`src/rtl/fu_result_buffer.sv`:
```
// fu_result_buffer: per-lane FU result FIFOs feeding the complete stage.
// Optional FU_RESULT_BUFFER_FULL_STATS_EN adds per-lane saturating full-while-valid counters.
module fu_result_buffer #(
    parameter int NUM_FU = 8,
    parameter int DEPTH  = 2,
    parameter int XLEN   = 32,
    parameter int PR_W   = 6,
    parameter int ROB_W  = 5
) (
    input  logic                                   clk,
    input  logic                                   rst,
    input  logic                                   squash,
    input  logic [NUM_FU-1:0]                      fu_valid,
    input  logic [NUM_FU*XLEN-1:0]                 fu_value,
    input  logic [NUM_FU*PR_W-1:0]                 fu_prs,
    input  logic [NUM_FU*ROB_W-1:0]                fu_rob,
    input  logic [NUM_FU-1:0]                      fu_br_taken,
    input  logic [NUM_FU*XLEN-1:0]                 fu_br_pc,
    output logic [NUM_FU-1:0]                      fu_ready,
    input  logic [NUM_FU-1:0]                      cs_stall_mask,
    output logic [NUM_FU-1:0]                      buf_done_flags,
    output logic [NUM_FU*XLEN-1:0]                 buf_value,
    output logic [NUM_FU*PR_W-1:0]                 buf_prs,
    output logic [NUM_FU*ROB_W-1:0]                buf_rob,
    output logic [NUM_FU-1:0]                      buf_br_taken,
    output logic [NUM_FU*XLEN-1:0]                 buf_br_pc,
    output logic [NUM_FU*($clog2(DEPTH)+1)-1:0]    buf_count
`ifdef FU_RESULT_BUFFER_FULL_STATS_EN
    ,
    output logic [NUM_FU*16-1:0]                   buf_full_cycles
`endif
);
    localparam int PTR_W = $clog2(DEPTH);
    localparam int CNT_W = PTR_W + 1;
    localparam int EW    = 2*XLEN + PR_W + ROB_W + 1;

    for (genvar i = 0; i < NUM_FU; i++) begin : g_lane
        logic [EW-1:0]    r_mem [DEPTH];
        logic [PTR_W-1:0] r_head, r_tail;
        logic [CNT_W-1:0] r_cnt;
        logic             w_push, w_pop;
        logic [EW-1:0]    w_in;

        assign w_in   = {fu_value[i*XLEN +: XLEN], fu_prs[i*PR_W +: PR_W], fu_rob[i*ROB_W +: ROB_W],
                         fu_br_taken[i], fu_br_pc[i*XLEN +: XLEN]};
        assign w_push = fu_valid[i] & fu_ready[i] & ~squash;
        assign w_pop  = buf_done_flags[i] & ~cs_stall_mask[i] & ~squash;

        assign fu_ready[i]       = r_cnt < CNT_W'(DEPTH);
        assign buf_done_flags[i] = r_cnt != '0;
        assign buf_count[i*CNT_W +: CNT_W] = r_cnt;
        assign {buf_value[i*XLEN +: XLEN], buf_prs[i*PR_W +: PR_W], buf_rob[i*ROB_W +: ROB_W],
                buf_br_taken[i], buf_br_pc[i*XLEN +: XLEN]} = r_mem[r_head];

        // Pointers are power-of-two wide, so natural overflow wraps modulo DEPTH.
        always_ff @(posedge clk or posedge rst) begin
            if (rst) begin
                r_head <= '0;
                r_tail <= '0;
                r_cnt  <= '0;
            end else if (squash) begin
                r_head <= '0;
                r_tail <= '0;
                r_cnt  <= '0;
            end else begin
                r_head <= r_head + PTR_W'(w_pop);
                r_tail <= r_tail + PTR_W'(w_push);
                r_cnt  <= r_cnt + CNT_W'(w_push) - CNT_W'(w_pop);
            end
        end

        always_ff @(posedge clk) begin
            if (w_push) r_mem[r_tail] <= w_in;
        end

`ifdef FU_RESULT_BUFFER_FULL_STATS_EN
        logic [15:0] r_full;
        assign buf_full_cycles[i*16 +: 16] = r_full;
        always_ff @(posedge clk or posedge rst) begin
            if (rst) r_full <= '0;
            else if (r_cnt == CNT_W'(DEPTH) && fu_valid[i] && r_full != 16'hFFFF) r_full <= r_full + 16'd1;
        end
`endif
    end
endmodule

```
`config.mk`:
```
export PLATFORM = sky130hd
export DESIGN_NAME = fu_result_buffer
export DESIGN_NICKNAME = d
export VERILOG_FILES = /design/src/rtl/fu_result_buffer.sv
export SDC_FILE = /design/constraint.sdc
export NUM_CORES = 1
export LEC_CHECK = 0
export ABC_AREA = 1
export CAP_MARGIN = 10
export CORE_AREA = 2 2 487 489
export CTS_CLUSTER_DIAMETER = 40
export DETAILED_ROUTE_END_ITERATION = 10
export DIE_AREA = 0 0 489 491
export GPL_ROUTABILITY_DRIVEN = 0
export PLACE_DENSITY = 0.39
export RECOVER_POWER = 25
export SYNTH_ARGS = -nofsm -noshare
export SYNTH_HDL_FRONTEND = slang
export SYNTH_SLANG_ARGS = --single-unit
```
`constraint.sdc`:
```
create_clock -name clk -period 7.57 [get_ports clk]
set_input_delay 1.514 -clock clk [delete_from_list [all_inputs] [get_ports clk]]
set_output_delay 1.514 -clock clk [all_outputs]
set_load 0.02 [all_outputs]
```
# After elaboration in Yosys (flattened, before gate mapping)
# Memory sizes are Yosys's and may differ from the RTL's.
# Index checks and enable logic that the tools add are counted.
# word_totals
ramBits	1216
memories	8
reg_bits	32
out_inout_bits	640
# classes
magnitude_cmp	8
n_bitwise	41
add_sub_neg	32
reduce_logical	8
n_mux	40
# mem_list
name	depth	word_bits	read_ports	rd_ports_with_merged_regs	wr	line	source
g_lane[0].r_mem	2	76	1	0	1	38	logic [EW-1:0] r_mem [DEPTH];
g_lane[1].r_mem	2	76	1	0	1	38	
g_lane[2].r_mem	2	76	1	0	1	38	
g_lane[3].r_mem	2	76	1	0	1	38	
g_lane[4].r_mem	2	76	1	0	1	38	
g_lane[5].r_mem	2	76	1	0	1	38	
2 more memories	--	--	--	--	--	--	
# op_table
operator	count
$and A1 B1 Y1	32
$mux W1	32
$add A1 B1 Y1	16
$add A2 B1 Y2	8
$lt A2 B2 Y1 const B	8
$mux W2	8
$reduce_bool A2 Y1	8
$sub A2 B1 Y2	8
$not A1 Y1	9

# Logic depth before layout (Yosys ltp)
# Gate-level depths: netlist of the first run.
# logic_depth
word_depth	6
mapped_depth	10

# Worst setup path after synthesis of the first run
# No wires, ideal clock.
# synth_timing
path_kind	input-to-reg
startpoint	input squash
endpoint	memory g_lane[1].r_mem[0][0] (netlist bit), enable pin
arrival_ns	4.983
setup_slack_ns	2.076
setup_time_ns	0.511
path_stages	3
n_path_buf	0
required_time_ns	7.059
cell_sequence	inv_1 -> nand3_1 -> nor2_1
# synth_between
elab_chain_cells	4
# synth_lines
item	line	source
start, declared	12	input logic squash,
$not A1 Y1	46	assign w_push = fu_valid[i] & fu_ready[i] & ~squash;
$and A1 B1 Y1	46	
$mux W1	73	if (w_push) r_mem[r_tail] <= w_in;
$mux W1 (not written as such)	73	
end, declared	38	
# Every way passes these cells.

# Worst setup path after layout of the first run
# layout_timing
startpoint	register g_lane[3].r_head
endpoint	output buf_br_pc[105]
# layout_between
elab_chain_cells	1
# layout_lines
item	line	source
start, declared	39	logic [PTR_W-1:0] r_head, r_tail;
start signal, assigned	66	r_head <= r_head + PTR_W'(w_pop);
$mem_v2 Z2 W76	--	
end, declared	26	output logic [NUM_FU*XLEN-1:0] buf_br_pc,
# Every way passes these cells.

==> flow_summary.html, run 1 <==
<table>
<tr><th>Metric</th><th>Value</th></tr>
<tr><th colspan="2">Synth</th></tr>
<tr><td>Number of flip-flops and latches in the synthesized netlist</td><td>1248</td></tr>
<tr><td>Library cell occupying the most area in the post-synthesis netlist</td><td>edfxtp_1</td></tr>
<tr><td>Synth Net Count</td><td>3889</td></tr>
<tr><td>Post-Syn Area per Cell</td><td>14.2 um^2</td></tr>
<tr><td>Synthesized instance count</td><td>3242</td></tr>
<tr><td>Most frequently used flop master after synthesis</td><td>edfxtp_1</td></tr>
<tr><td>Leading cell types by count after synthesis</td><td>nand2_1 (1608), edfxtp_1 (1216), mux2_2 (58)</td></tr>
<tr><td>Most area-consuming cells after synthesis</td><td>edfxtp_1 (79%), nand2_1 (13%), dfrtp_1 (1.7%)</td></tr>
<tr><td>Part of the Yosys area used for sequential elements</td><td>81.2%</td></tr>
<tr><td>Cell with the most instances after synthesis</td><td>nand2_1</td></tr>
<tr><td>Area share of the largest cell type after synthesis</td><td>79.5%</td></tr>
<tr><td>Post-synth EDFFs</td><td>1216</td></tr>
<tr><td>Post-synth cell types</td><td>20</td></tr>
<tr><td>Post-synthesis cell area</td><td>46000 um^2</td></tr>
<tr><td>Fraction of registers with async set or reset after synthesis</td><td>2.56%</td></tr>
<tr><td>Yosys warning count</td><td>0</td></tr>
<tr><th colspan="2">Critical path</th></tr>
<tr><td>Worst Setup Start Kind</td><td>flop</td></tr>
<tr><td>Data required time of the worst path</td><td>6.06 ns</td></tr>
<tr><td>Type of the worst setup path</td><td>reg -&gt; out</td></tr>
<tr><td>Cells along the critical path</td><td>buf_4 -&gt; inv_2 -&gt; buf_4 -&gt; nand2_1 -&gt; nand2_1 -&gt; clkdlybuf4s50_1</td></tr>
<tr><td>CP endpoint kind</td><td>output port</td></tr>
<tr><td>Largest stage delay, worst path</td><td>0.76 ns</td></tr>
<tr><td>Standard cell with the maximum stage delay on the critical path</td><td>inv_2</td></tr>
<tr><td>Crit-path max FO</td><td>79</td></tr>
<tr><td>Gate family responsible for the most delay along the worst path</td><td>buffers and inverters</td></tr>
<tr><td>Worst endpoint data arrival time</td><td>3.63 ns</td></tr>
<tr><td>Buffer and inverter count on the worst path</td><td>4</td></tr>
<tr><th colspan="2">Timing</th></tr>
<tr><td>Worst hold slack after final layout</td><td>0.644 ns</td></tr>
<tr><td>Setup repair after global routing missed its margin</td><td>false</td></tr>
<tr><td>Max Clock Freq</td><td>194 MHz</td></tr>
<tr><td>Fin crit share</td><td>68.0%</td></tr>
<tr><td>Final worst clock skew</td><td>0.0819 ns</td></tr>
<tr><td>Pins over their slew limit</td><td>0</td></tr>
<tr><td>Clock period minus final worst setup slack</td><td>5.15 ns</td></tr>
<tr><td>Total Neg Setup Slack</td><td>0 ns</td></tr>
<tr><td>Actual slew at the worst max-slew pin</td><td>1.11 ns</td></tr>
<tr><td>Endpoints failing hold</td><td>0</td></tr>
<tr><td>Max-Slew Margin vs Limit</td><td>26.0%</td></tr>
<tr><td>Final setup violation count</td><td>0</td></tr>
<tr><th colspan="2">Clock tree</th></tr>
<tr><td>Clock tree root buffer cell</td><td>clkbuf_16</td></tr>
<tr><td>Clock insertion delay at the later pin of the skew report</td><td>0.86 ns</td></tr>
<tr><td>CTS sink count</td><td>1248</td></tr>
<tr><td>Count of hold buffers inserted by post-cts repair</td><td>0</td></tr>
<tr><td>Post-CTS setup-driven buffer insertion count</td><td>0</td></tr>
<tr><td>Clock tree from TritonCTS</td><td>done</td></tr>
<tr><td>H-tree levels</td><td>4</td></tr>
<tr><td>Number of clock buffers inserted by TritonCTS</td><td>238</td></tr>
<tr><td>Clock Tree Buf Depth</td><td>3</td></tr>
<tr><td>Clock edge transition at the registers on the reported setup and hold paths</td><td>0.05 ns</td></tr>
<tr><td>Post_cts resized</td><td>0</td></tr>
<tr><th colspan="2">Power and ir drop</th></tr>
<tr><td>Switching power of the nets</td><td>6.32 mW</td></tr>
<tr><td>Static leakage</td><td>26.2 nW</td></tr>
<tr><td>Net Sw Frac</td><td>27.7%</td></tr>
<tr><td>Internal Pwr Total</td><td>16.5 mW</td></tr>
<tr><td>Part of the total power dissipated in combinational logic</td><td>17.2%</td></tr>
<tr><td>Fraction of power consumed by the clock network</td><td>47.3%</td></tr>
<tr><td>Pwr/cell area</td><td>322 nW/um^2</td></tr>
<tr><td>Overall power of the completed layout</td><td>22.8 mW</td></tr>
<tr><td>VDD IR-drop max</td><td>0.000241 V</td></tr>
<tr><td>Sequential share of power</td><td>35.5%</td></tr>
<tr><th colspan="2">Min path</th></tr>
<tr><td>Class of the most critical hold timing path</td><td>reg -&gt; reg</td></tr>
<tr><th colspan="2">Routing</th></tr>
<tr><td>Routed length on met2</td><td>86400 um</td></tr>
<tr><td>Antenna-violating nets left</td><td>0</td></tr>
<tr><td>Detail-routed net length per standard cell</td><td>23.1 um</td></tr>
<tr><td>Number of DRC markers after the initial detailed-route iteration</td><td>1877</td></tr>
<tr><td>Sum of routed wire length over all layers</td><td>187000 um</td></tr>
<tr><td>Met3 routed WL</td><td>22000 um</td></tr>
<tr><td>Via count normalized by instance count</td><td>3.80</td></tr>
<tr><td>Count of TritonRoute iterations in the first routing pass</td><td>5</td></tr>
<tr><td>M1 wire length</td><td>72200 um</td></tr>
<tr><td>Drc violations</td><td>0</td></tr>
<tr><td>Vias post-DR</td><td>30700</td></tr>
<tr><td>Highest routing layer actually used</td><td>met5</td></tr>
<tr><th colspan="2">Finish</th></tr>
<tr><td>Area added between synthesis and finish</td><td>54.2%</td></tr>
<tr><td>Layout cell share with drive strength beyond 1</td><td>11.1%</td></tr>
<tr><td>Post-route cell area</td><td>70900 um^2</td></tr>
<tr><td>NumNets Final</td><td>5299</td></tr>
<tr><td>Number of filler instances in the final layout</td><td>23600</td></tr>
<tr><th colspan="2">Global route</th></tr>
<tr><td>Initial antenna violation count</td><td>194</td></tr>
<tr><td>Grt ovf</td><td>0</td></tr>
<tr><td>Total Routing Usage GR</td><td>15.0%</td></tr>
<tr><td>Wire length of the first global-routing pass</td><td>250000 um</td></tr>
<tr><td>Via count of the first global-routing pass</td><td>30600</td></tr>
<tr><td>Pin count of the biggest net entering global routing</td><td>80</td></tr>
<tr><th colspan="2">Floorplanning</th></tr>
<tr><td>Number of top-level pins</td><td>1267</td></tr>
<tr><td>Floorplan die width</td><td>489 um</td></tr>
<tr><td>Floorplan die area</td><td>240000 um^2</td></tr>
<tr><td>Die Height</td><td>491 um</td></tr>
<tr><td>Core outline area</td><td>235000 um^2</td></tr>
<tr><td>Std-Cell Rows</td><td>178</td></tr>
<tr><td>Starting Density</td><td>19.6%</td></tr>
<tr><th colspan="2">Place</th></tr>
<tr><td>Buffers on Ports</td><td>1266</td></tr>
<tr><td>Placement-stage cell area</td><td>62300 um^2</td></tr>
<tr><td>DPL Wire Length</td><td>137000 um</td></tr>
<tr><th colspan="2">Run status</th></tr>
<tr><td>Result of the run</td><td>finished, final reports clean</td></tr>
<tr><th colspan="2">Run</th></tr>
<tr><td>Max-capacitance violation count</td><td>0</td></tr>
</table>
-- registers in the layout, summed over array words and instances, names as in the netlist --
register and cells:
g_lane.r_cnt 16, g_lane.r_head 8, g_lane.r_mem 1216, g_lane.r_tail 8
-- placed cells by master (no fill, tap or decap), types with 9 or more instances in the layout --
| cell type | synthesis | layout |
|---|---|---|
| nand2_1 | 1608 | 1608 |
| edfxtp_1 | 1216 | 1216 |
| clkdlybuf4s50_1 | 0 | 862 |
| dlygate4sd3_1 | 0 | 403 |
| clkbuf_16 | 0 | 239 |
| diode_2 | 0 | 73 |
| mux2_2 | 58 | 58 |
| inv_1 | 46 | 44 |
| clkinv_1 | 0 | 37 |
| buf_4 | 29 | 37 |
| bufinv_16 | 0 | 34 |
| clkinv_2 | 0 | 29 |
| nor2_1 | 36 | 28 |
| clkinvlp_4 | 0 | 26 |
| clkbuf_1 | 56 | 26 |
| dfrtp_1 | 32 | 24 |
| inv_6 | 0 | 21 |
| nand3_1 | 20 | 20 |
| clkinv_4 | 0 | 19 |
| mux2_4 | 18 | 18 |
| o21ai_0 | 16 | 16 |
| ha_1 | 20 | 12 |
| clkinv_16 | 0 | 9 |
-- power groups by stage --
stage / combinational [mW] / clock (mW) / sequential (mW)
6_report: 3.92 / 10.8 / 8.11
3_3_place_gp: 4.05 / 0 / 8.25
4_1_cts: 4.07 / 11.1 / 8.12
2_1_floorplan: 1.72 / 0 / 8.21
3_5_place_dp: 4.04 / 0 / 8.25
5_1_grt: 4.20 / 11.4 / 8.14
-- per-layer routing --
layer  vias up  GRT usage (%)
met4        88           4.08
met5         -              0
met1     14700           17.1
met2      1359           24.5
met3       452           7.56
li1      14100              -
-- worst register-to-register path, delay by kind of cell (launching register included) --
kind | cells | cell delay, ns
buffers and inverters | 2 | 1.05
DFF | 1 | 0.40
and+or+nand+nor | 2 | 1.00
-- path summary, 6_finish.rpt --
kind                                               from                          endpoint  slack (ns)  cells past startpoint
min                        g_lane[6].r_cnt[0]$_DFF_PP0_      g_lane[6].r_cnt[0]$_DFF_PP0_        0.64                      3
min in group asynchronous                           rst        g_lane[1].r_head$_DFF_PP0_        1.24                      2
max in group asynchronous                           rst        g_lane[0].r_head$_DFF_PP0_        5.55                      2
min reg2reg                g_lane[6].r_cnt[0]$_DFF_PP0_      g_lane[6].r_cnt[0]$_DFF_PP0_        0.64                      3
max reg2reg                g_lane[3].r_cnt[1]$_DFF_PP0_  g_lane[3].r_mem[1][36]$_DFFE_PP_        4.65                      4
max                          g_lane[3].r_head$_DFF_PP0_                    buf_br_pc[105]        2.42                      6
-- kinds of logic after synthesis --
| logic type | synth area share (%) |
|---|---|
| buffers and inverters | 1.94 |
| multiplexers | 2.01 |
| adder cells (fa/ha/maj) | 0.545 |
| XOR/XNOR | 0.229 |
| AND/OR/NAND/NOR | 13.8 |
| flip-flops | 81.2 |
| AO/OA/AOI/OAI | 0.261 |
-- through the flow --
stage,worst slack [ns],util [%],cells
final,2.42,30.2,8083
after floorplan,2.08,-,3242
after detailed placement,2.74,26.6,7562
after global routing,2.07,30.2,8042
after CTS,2.26,30.1,8010
after global placement,2.77,26.6,7562
-- area by class of cell --
class	instances	area, um^2	share of cell area, %
Timing Repair Buffer	1303	12900	18.3
Sequential cell	1248	37300	52.7
Clock buffer	271	6160	8.70
Tap cell	3150	3940	5.56
Inverter	53	201	0.284
Antenna cell	73	183	0.258
Clock inverter	177	2180	3.08
Multi-Input combinational cell	1808	7910	11.2
Power figures use the tool's default switching activity.
==> run 2: changes to the inputs <==
--- a/config.mk
+++ b/config.mk
@@ -12,7 +12,7 @@
 export DETAILED_ROUTE_END_ITERATION = 10
 export DIE_AREA = 0 0 489 491
 export GPL_ROUTABILITY_DRIVEN = 0
-export PLACE_DENSITY = 0.39
+export PLACE_DENSITY = 0.41
 export RECOVER_POWER = 25
 export SYNTH_ARGS = -nofsm -noshare
 export SYNTH_HDL_FRONTEND = slang
==> constraint.sdc (replaced) <==
create_clock -name clk -period 4.62 [get_ports clk]
set_input_delay 0.924 -clock clk [delete_from_list [all_inputs] [get_ports clk]]
set_output_delay 0.924 -clock clk [all_outputs]
set_load 0.02 [all_outputs]
==> run 2 against run 1 <==
Compared with the run above:
- cell area rose by 0.46%
- clock power is 65% higher
- cell count about the same
==> flow_summary.html, run 2 (synthesized netlist as in run 1, its figures left out) <==
<table>
<tr><th>Metric</th><th>Value</th></tr>
<tr><th colspan="2">Run status</th></tr>
<tr><td>Result of the run</td><td>finished, final reports clean (unchanged)</td></tr>
<tr><th colspan="2">Critical path</th></tr>
<tr><td>Terminus of the critical flop-to-flop path</td><td>g_lane[5].r_mem[0][56]$_DFFE_PP_ (was g_lane[3].r_mem[1][36]$_DFFE_PP_)</td></tr>
<tr><td>Worst endpoint data arrival time</td><td>3.30 ns (was 3.63 ns)</td></tr>
<tr><td>Data required time of the worst path</td><td>3.70 ns (was 6.06 ns)</td></tr>
<tr><td>Worst Setup EP</td><td>buf_br_pc[234] (was buf_br_pc[105])</td></tr>
<tr><td>Number of cell instances on the worst register-to-register path</td><td>5 (was 4)</td></tr>
<tr><td>Reg-to-Reg Start</td><td>g_lane[5].r_cnt[1]$_DFF_PP0_ (was g_lane[3].r_cnt[1]$_DFF_PP0_)</td></tr>
<tr><td>Slack of the worst reg-to-reg path</td><td>2.31 ns (was 4.65 ns)</td></tr>
<tr><td>Crit-path max FO</td><td>32 (was 79)</td></tr>
<tr><td>Type of the worst setup path</td><td>reg -&gt; out (unchanged)</td></tr>
<tr><td>Crit path launch</td><td>g_lane[7].r_head$_DFF_PP0_ (was g_lane[3].r_head$_DFF_PP0_)</td></tr>
<tr><td>Worst Setup Start Kind</td><td>flop (unchanged)</td></tr>
<tr><td>CP endpoint kind</td><td>output port (unchanged)</td></tr>
<tr><th colspan="2">Floorplanning</th></tr>
<tr><td>Core outline area</td><td>235000 um^2 (unchanged)</td></tr>
<tr><td>Std-Cell Rows</td><td>178 (unchanged)</td></tr>
<tr><td>Number of top-level pins</td><td>1267 (unchanged)</td></tr>
<tr><td>Starting Density</td><td>19.6% (unchanged)</td></tr>
<tr><td>Floorplan die width</td><td>489 um (unchanged)</td></tr>
<tr><td>Floorplan die area</td><td>240000 um^2 (unchanged)</td></tr>
<tr><td>Die Height</td><td>491 um (unchanged)</td></tr>
<tr><th colspan="2">Global route</th></tr>
<tr><td>Grt ovf</td><td>0 (unchanged)</td></tr>
<tr><td>Total Routing Usage GR</td><td>15.5% (was 15.0%)</td></tr>
<tr><td>Initial antenna violation count</td><td>181 (was 194)</td></tr>
<tr><td>Wire length of the first global-routing pass</td><td>257000 um (was 250000 um)</td></tr>
<tr><td>Via count of the first global-routing pass</td><td>30900 (was 30600)</td></tr>
<tr><td>Pin count of the biggest net entering global routing</td><td>79 (was 80)</td></tr>
<tr><th colspan="2">Place</th></tr>
<tr><td>Buffers on Ports</td><td>1266 (unchanged)</td></tr>
<tr><td>DPL Wire Length</td><td>143000 um (was 137000 um)</td></tr>
<tr><td>Placement-stage cell area</td><td>62700 um^2 (was 62300 um^2)</td></tr>
<tr><th colspan="2">Finish</th></tr>
<tr><td>Most frequent standard cell in the layout excluding fill and tap cells</td><td>nand2_1 (unchanged)</td></tr>
<tr><td>Combined flip-flop and latch cell area</td><td>37300 um^2 (unchanged)</td></tr>
<tr><td>Highest-count cells in the layout ignoring fill and taps</td><td>nand2_1 (1608), edfxtp_1 (1216), clkdlybuf4s50_1 (863) (was nand2_1 (1608), edfxtp_1 (1216), clkdlybuf4s50_1 (862))</td></tr>
<tr><td>Area used by multi-input combinational logic</td><td>7910 um^2 (unchanged)</td></tr>
<tr><td>Register with the highest flop count</td><td>g_lane.r_mem (unchanged)</td></tr>
<tr><td>Largest register FFs</td><td>1216 (unchanged)</td></tr>
<tr><td>Number of filler instances in the final layout</td><td>23600 (about the same)</td></tr>
<tr><td>Layout cell share with drive strength beyond 1</td><td>11.8% (was 11.1%)</td></tr>
<tr><td>Post-route cell area</td><td>71200 um^2 (was 70900 um^2)</td></tr>
<tr><td>Registers with the highest flip-flop counts</td><td>g_lane.r_mem (1216), g_lane.r_cnt (16) (unchanged)</td></tr>
<tr><td>Area added between synthesis and finish</td><td>54.9% (was 54.2%)</td></tr>
<tr><td>NumNets Final</td><td>5317 (was 5299)</td></tr>
<tr><th colspan="2">Routing</th></tr>
<tr><td>Via count normalized by instance count</td><td>3.82 (was 3.80)</td></tr>
<tr><td>Count of TritonRoute iterations in the first routing pass</td><td>5 (unchanged)</td></tr>
<tr><td>Detail-routed net length per standard cell</td><td>23.8 um (was 23.1 um)</td></tr>
<tr><td>Vias post-DR</td><td>30900 (was 30700)</td></tr>
<tr><td>Drc violations</td><td>0 (unchanged)</td></tr>
<tr><td>Number of DRC markers after the initial detailed-route iteration</td><td>1656 (was 1877)</td></tr>
<tr><td>Antenna-violating nets left</td><td>0 (unchanged)</td></tr>
<tr><td>Sum of routed wire length over all layers</td><td>193000 um (was 187000 um)</td></tr>
<tr><th colspan="2">Timing</th></tr>
<tr><td>Setup repair after global routing missed its margin</td><td>false (unchanged)</td></tr>
<tr><td>Actual slew at the worst max-slew pin</td><td>1.05 ns (was 1.11 ns)</td></tr>
<tr><td>Final setup violation count</td><td>0 (unchanged)</td></tr>
<tr><td>Clock period minus final worst setup slack</td><td>4.23 ns</td></tr>
<tr><td>Pins over their slew limit</td><td>0 (unchanged)</td></tr>
<tr><td>Max-Slew Margin vs Limit</td><td>30.3% (was 26.0%)</td></tr>
<tr><td>Worst hold slack after final layout</td><td>0.563 ns (was 0.644 ns)</td></tr>
<tr><td>Final worst clock skew</td><td>0.0777 ns (was 0.0819 ns)</td></tr>
<tr><td>Fin crit share</td><td>91.5%</td></tr>
<tr><td>Endpoints failing hold</td><td>0 (unchanged)</td></tr>
<tr><td>Max Clock Freq</td><td>237 MHz</td></tr>
<tr><th colspan="2">Clock tree</th></tr>
<tr><td>Clock insertion delay at the later pin of the skew report</td><td>0.86 ns (about the same)</td></tr>
<tr><td>Clock edge transition at the registers on the reported setup and hold paths</td><td>0.05 ns (about the same)</td></tr>
<tr><td>Post_cts resized</td><td>0 (unchanged)</td></tr>
<tr><td>Clock tree from TritonCTS</td><td>done (unchanged)</td></tr>
<tr><td>H-tree levels</td><td>4 (unchanged)</td></tr>
<tr><td>Post-CTS setup-driven buffer insertion count</td><td>0 (unchanged)</td></tr>
<tr><td>Number of clock buffers inserted by TritonCTS</td><td>239 (was 238)</td></tr>
<tr><td>Clock tree root buffer cell</td><td>clkbuf_16 (unchanged)</td></tr>
<tr><td>CTS sink count</td><td>1248 (unchanged)</td></tr>
<tr><td>Count of hold buffers inserted by post-cts repair</td><td>0 (unchanged)</td></tr>
<tr><td>Clock Tree Buf Depth</td><td>3 (unchanged)</td></tr>
<tr><th colspan="2">Power and ir drop</th></tr>
<tr><td>Pwr/cell area</td><td>528 nW/um^2 (was 322 nW/um^2)</td></tr>
<tr><td>Static leakage</td><td>26.4 nW (was 26.2 nW)</td></tr>
<tr><td>VDD IR-drop max</td><td>0.000494 V (was 0.000241 V)</td></tr>
<tr><th colspan="2">Run</th></tr>
<tr><td>Max-capacitance violation count</td><td>0 (unchanged)</td></tr>
<tr><th colspan="2">Min path</th></tr>
<tr><td>Class of the most critical hold timing path</td><td>in -&gt; reg (was reg -&gt; reg)</td></tr>
</table>
-- run 2: layout make-up --
class                   count  share of cell area [%]
flip-flops and latches   1248                    52.4
multi-input cells        1808                    11.1
clock inverters           192                    3.24
diodes                     53                   0.186
inverters                  53                   0.281
well taps                3150                    5.54
repair buffers           1320                    18.7
clock buffers             258                    8.53
-- run 2: per-stage QoR --
step	setup slack (ns)	utilization, %	total power [mW]	setup TNS [ns]	std cells
floorplan	-0.284	-	16.3	-172.49	3242
global placement	1.08	26.7	20.2	0	7579
detailed placement	1.09	26.7	20.2	0	7579
CTS	0.185	30.3	38.3	0	8029
global route	0.222	30.3	39.0	0	8052
finish	0.392	30.4	37.6	0	8082
-- run 2: report_power, final --
part           internal (mW)  switching [mW]  leakage (nW)  total (mW)
registers               13.1           0.251          11.6        13.3
logic                   2.54            3.91          10.8        6.45
clock network           11.6            6.27          3.99        17.8
total                   27.2            10.4          26.4        37.6
-- run 2: worst max-delay path, stage by stage (launching register included) --
cell and delay, ns:
dfrtp_4 0.52, inv_2 0.67, nand2_1 0.37, nand2_1 0.16, clkdlybuf4s50_1 0.64
-- run 2: worst min path at each step --
stage	start	end	slack, ns	depth (start not counted)
finish	squash	g_lane[3].r_cnt[0]$_DFF_PP0_	0.56	2
floorplan	g_lane[0].r_tail$_DFF_PP0_	g_lane[0].r_tail$_DFF_PP0_	0.52	2
CTS	squash	g_lane[3].r_cnt[0]$_DFF_PP0_	0.50	2
global route	squash	g_lane[3].r_cnt[0]$_DFF_PP0_	0.54	2
detailed placement	g_lane[7].r_head$_DFF_PP0_	g_lane[7].r_head$_DFF_PP0_	0.61	1
global placement	g_lane[7].r_head$_DFF_PP0_	g_lane[7].r_head$_DFF_PP0_	0.61	1
-- run 2: per-layer routing --
layer,routed length (um),GRT usage (%),part of all wire (%)
met4,6760,5.61,3.5
met5,862,0,0.45
met2,91800,25.7,48
met1,68800,16.2,36
met3,24400,8.76,13
==> run 3: changes to the inputs <==
--- a/config.mk
+++ b/config.mk
@@ -12,7 +12,7 @@
 export DETAILED_ROUTE_END_ITERATION = 10
 export DIE_AREA = 0 0 489 491
 export GPL_ROUTABILITY_DRIVEN = 0
-export PLACE_DENSITY = 0.41
+export PLACE_DENSITY = 0.39
 export RECOVER_POWER = 25
 export SYNTH_ARGS = -nofsm -noshare
 export SYNTH_HDL_FRONTEND = slang
==> constraint.sdc (replaced) <==
create_clock -name clk -period 5.4 [get_ports clk]
set_input_delay 1.08 -clock clk [delete_from_list [all_inputs] [get_ports clk]]
set_output_delay 1.08 -clock clk [all_outputs]
set_load 0.02 [all_outputs]
==> run 3 against run 2 <==
Compared with the run above:
- wire length shrank 2.5%
- worst setup slack gained 0.39 ns
- critical path depth increased by 1
- critical endpoint is now buf_value[129]
- cell count barely moved
==> flow_summary.html, run 3 (synthesized netlist as in run 1, its figures left out) <==
<table>
<tr><th>Metric</th><th>Value</th></tr>
<tr><th colspan="2">Run status</th></tr>
<tr><td>Result of the run</td><td>finished, final reports clean (unchanged)</td></tr>
<tr><th colspan="2">Clock tree</th></tr>
<tr><td>Count of hold buffers inserted by post-cts repair</td><td>0 (unchanged)</td></tr>
<tr><td>Post_cts resized</td><td>0 (unchanged)</td></tr>
<tr><td>Clock insertion delay at the later pin of the skew report</td><td>0.82 ns (was 0.86 ns)</td></tr>
<tr><td>Clock Tree Buf Depth</td><td>3 (unchanged)</td></tr>
<tr><td>Clock tree from TritonCTS</td><td>done (unchanged)</td></tr>
<tr><td>Number of clock buffers inserted by TritonCTS</td><td>237 (was 239)</td></tr>
<tr><td>Clock tree root buffer cell</td><td>clkbuf_16 (unchanged)</td></tr>
<tr><td>CTS sink count</td><td>1248 (unchanged)</td></tr>
<tr><td>Post-CTS setup-driven buffer insertion count</td><td>0 (unchanged)</td></tr>
<tr><td>H-tree levels</td><td>4 (unchanged)</td></tr>
<tr><td>Clock edge transition at the registers on the reported setup and hold paths</td><td>0.04 ns (was 0.05 ns)</td></tr>
<tr><th colspan="2">Global route</th></tr>
<tr><td>Wire length of the first global-routing pass</td><td>253000 um (was 257000 um)</td></tr>
<tr><td>Total Routing Usage GR</td><td>15.1% (was 15.5%)</td></tr>
<tr><td>Grt ovf</td><td>0 (unchanged)</td></tr>
<tr><td>Via count of the first global-routing pass</td><td>30600 (was 30900)</td></tr>
<tr><td>Pin count of the biggest net entering global routing</td><td>79 (unchanged)</td></tr>
<tr><td>Initial antenna violation count</td><td>187 (was 181)</td></tr>
<tr><th colspan="2">Timing</th></tr>
<tr><td>Max-Slew Margin vs Limit</td><td>28.1% (was 30.3%)</td></tr>
<tr><td>Setup repair after global routing missed its margin</td><td>false (unchanged)</td></tr>
<tr><td>Final worst clock skew</td><td>0.0644 ns (was 0.0777 ns)</td></tr>
<tr><td>Endpoints failing hold</td><td>0 (unchanged)</td></tr>
<tr><td>Final setup violation count</td><td>0 (unchanged)</td></tr>
<tr><td>Max Clock Freq</td><td>217 MHz</td></tr>
<tr><td>Actual slew at the worst max-slew pin</td><td>1.08 ns (was 1.05 ns)</td></tr>
<tr><td>Fin crit share</td><td>85.4%</td></tr>
<tr><td>Pins over their slew limit</td><td>0 (unchanged)</td></tr>
<tr><td>Min setup slack post-route</td><td>0.787 ns (was 0.392 ns)</td></tr>
<tr><td>Clock period minus final worst setup slack</td><td>4.61 ns</td></tr>
<tr><td>Total Neg Setup Slack</td><td>0 ns (unchanged)</td></tr>
<tr><th colspan="2">Finish</th></tr>
<tr><td>Layout cell share with drive strength beyond 1</td><td>11.6% (was 11.8%)</td></tr>
<tr><td>NumNets Final</td><td>5314 (was 5317)</td></tr>
<tr><td>Fin cells</td><td>8090 (was 8082)</td></tr>
<tr><td>Area added between synthesis and finish</td><td>54.7% (was 54.9%)</td></tr>
<tr><td>Registers with the highest flip-flop counts</td><td>g_lane.r_mem (1216), g_lane.r_cnt (16) (unchanged)</td></tr>
<tr><td>Post-route cell area</td><td>71100 um^2 (was 71200 um^2)</td></tr>
<tr><td>Register with the highest flop count</td><td>g_lane.r_mem (unchanged)</td></tr>
<tr><td>Highest-count cells in the layout ignoring fill and taps</td><td>nand2_1 (1608), edfxtp_1 (1216), clkdlybuf4s50_1 (864) (was nand2_1 (1608), edfxtp_1 (1216), clkdlybuf4s50_1 (863))</td></tr>
<tr><td>Most frequent standard cell in the layout excluding fill and tap cells</td><td>nand2_1 (unchanged)</td></tr>
<tr><td>Largest register FFs</td><td>1216 (unchanged)</td></tr>
<tr><th colspan="2">Power and ir drop</th></tr>
<tr><td>Pwr/cell area</td><td>451 nW/um^2 (was 528 nW/um^2)</td></tr>
<tr><td>Static leakage</td><td>26.4 nW (about the same)</td></tr>
<tr><td>VDD IR-drop max</td><td>0.000303 V (was 0.000494 V)</td></tr>
<tr><th colspan="2">Floorplanning</th></tr>
<tr><td>Number of top-level pins</td><td>1267 (unchanged)</td></tr>
<tr><td>Std-Cell Rows</td><td>178 (unchanged)</td></tr>
<tr><td>Floorplan die area</td><td>240000 um^2 (unchanged)</td></tr>
<tr><td>Starting Density</td><td>19.6% (unchanged)</td></tr>
<tr><td>Floorplan die width</td><td>489 um (unchanged)</td></tr>
<tr><td>Die Height</td><td>491 um (unchanged)</td></tr>
<tr><td>Core outline area</td><td>235000 um^2 (unchanged)</td></tr>
<tr><th colspan="2">Place</th></tr>
<tr><td>Inst Count DP</td><td>7578 (was 7579)</td></tr>
<tr><td>Buffers on Ports</td><td>1266 (unchanged)</td></tr>
<tr><td>Placement-stage cell area</td><td>62600 um^2 (was 62700 um^2)</td></tr>
<tr><td>DPL Wire Length</td><td>137000 um (was 143000 um)</td></tr>
<tr><td>Placement Setup Slack</td><td>1.41 ns (was 1.09 ns)</td></tr>
<tr><th colspan="2">Routing</th></tr>
<tr><td>Via count normalized by instance count</td><td>3.80 (was 3.82)</td></tr>
<tr><td>Drc violations</td><td>0 (unchanged)</td></tr>
<tr><td>Detail-routed net length per standard cell</td><td>23.2 um (was 23.8 um)</td></tr>
<tr><td>Antenna-violating nets left</td><td>0 (unchanged)</td></tr>
<tr><td>Count of TritonRoute iterations in the first routing pass</td><td>6 (was 5)</td></tr>
<tr><td>Vias post-DR</td><td>30700 (was 30900)</td></tr>
<tr><td>Number of DRC markers after the initial detailed-route iteration</td><td>1804 (was 1656)</td></tr>
<tr><td>Sum of routed wire length over all layers</td><td>188000 um (was 193000 um)</td></tr>
<tr><th colspan="2">Critical path</th></tr>
<tr><td>Largest stage delay, worst path</td><td>0.87 ns (was 0.67 ns)</td></tr>
<tr><td>CP endpoint kind</td><td>output port (unchanged)</td></tr>
<tr><td>Worst Setup Start Kind</td><td>flop (unchanged)</td></tr>
<tr><td>Most used cell, CP</td><td>nand2_1 (unchanged)</td></tr>
<tr><td>Crit-path max FO</td><td>43 (was 32)</td></tr>
<tr><td>Type of the worst setup path</td><td>reg -&gt; out (unchanged)</td></tr>
<tr><td>Worst endpoint data arrival time</td><td>3.53 ns (was 3.30 ns)</td></tr>
<tr><td>Cells along the critical path</td><td>clkinv_2 -&gt; buf_12 -&gt; nand2_1 -&gt; nand2_1 -&gt; clkdlybuf4s50_1 (was inv_2 -&gt; nand2_1 -&gt; nand2_1 -&gt; clkdlybuf4s50_1)</td></tr>
<tr><td>Data required time of the worst path</td><td>4.32 ns (was 3.70 ns)</td></tr>
<tr><td>Standard cell with the maximum stage delay on the critical path</td><td>clkinv_2 (was inv_2)</td></tr>
<tr><th colspan="2">Min path</th></tr>
<tr><td>Class of the most critical hold timing path</td><td>reg -&gt; reg (was in -&gt; reg)</td></tr>
<tr><th colspan="2">Run</th></tr>
<tr><td>Max-capacitance violation count</td><td>0 (unchanged)</td></tr>
</table>
-- run 3: area by class of cell --
type                            count  area [um^2]
Antenna cell                       66          165
Clock buffer                      259         6070
Clock inverter                    187         2260
Fill cell                       23500       163000
Inverter                           53          200
Multi-Input combinational cell   1808         7910
Sequential cell                  1248        37300
Tap cell                         3150         3940
Timing Repair Buffer             1319        13200
-- run 3: where the power goes --
| group | switching, mW | leakage, nW | internal [mW] |
|---|---|---|---|
| sequential | 0.187 | 11.6 | 11.2 |
| combinational | 3.37 | 10.8 | 2.16 |
| clock | 5.40 | 3.97 | 9.76 |
| total | 8.96 | 26.4 | 23.1 |
-- run 3: worst max-delay path, delay by kind of cell (launching register included) --
kind                   cells  cell delay (ns)
buffers and inverters      3             1.90
DFF                        1             0.65
and+or+nand+nor            2             0.16
-- run 3: metrics by stage --
step | power [mW] | hold slack (ns) | utilization, %
6_report | 32.1 | 0.560 | 30.3
5_1_grt | 33.3 | 0.568 | 30.3
4_1_cts | 32.7 | 0.565 | 30.2
3_5_place_dp | 17.3 | 0.550 | 26.7
3_3_place_gp | 17.3 | 0.555 | 26.7
2_1_floorplan | 13.9 | 0.516 | -
-- run 3: final timing paths --
kind / startpoint / end / slack [ns] / depth (start not counted)
max: g_lane[4].r_head$_DFF_PP0_ / buf_value[129] / 0.79 / 5
min reg2reg: g_lane[5].r_head$_DFF_PP0_ / g_lane[5].r_head$_DFF_PP0_ / 0.56 / 1
min in group asynchronous: rst / g_lane[1].r_tail$_DFF_PP0_ / 0.74 / 3
max in group asynchronous: rst / g_lane[4].r_head$_DFF_PP0_ / 4.05 / 3
min: g_lane[5].r_head$_DFF_PP0_ / g_lane[5].r_head$_DFF_PP0_ / 0.56 / 1
max reg2reg: g_lane[3].r_cnt[1]$_DFF_PP0_ / g_lane[3].r_mem[1][46]$_DFFE_PP_ / 2.79 / 4
-- run 3: routing by layer --
| metal | part of all wire (%) | vias to the layer above | GRT usage, % |
|---|---|---|---|
| met5 | 0.31 | - | 0 |
| met4 | 2.5 | 90 | 3.84 |
| met3 | 12 | 431 | 7.35 |
| met2 | 47 | 1387 | 24.8 |
| met1 | 39 | 14700 | 17.4 |
| li1 | - | 14200 | - |
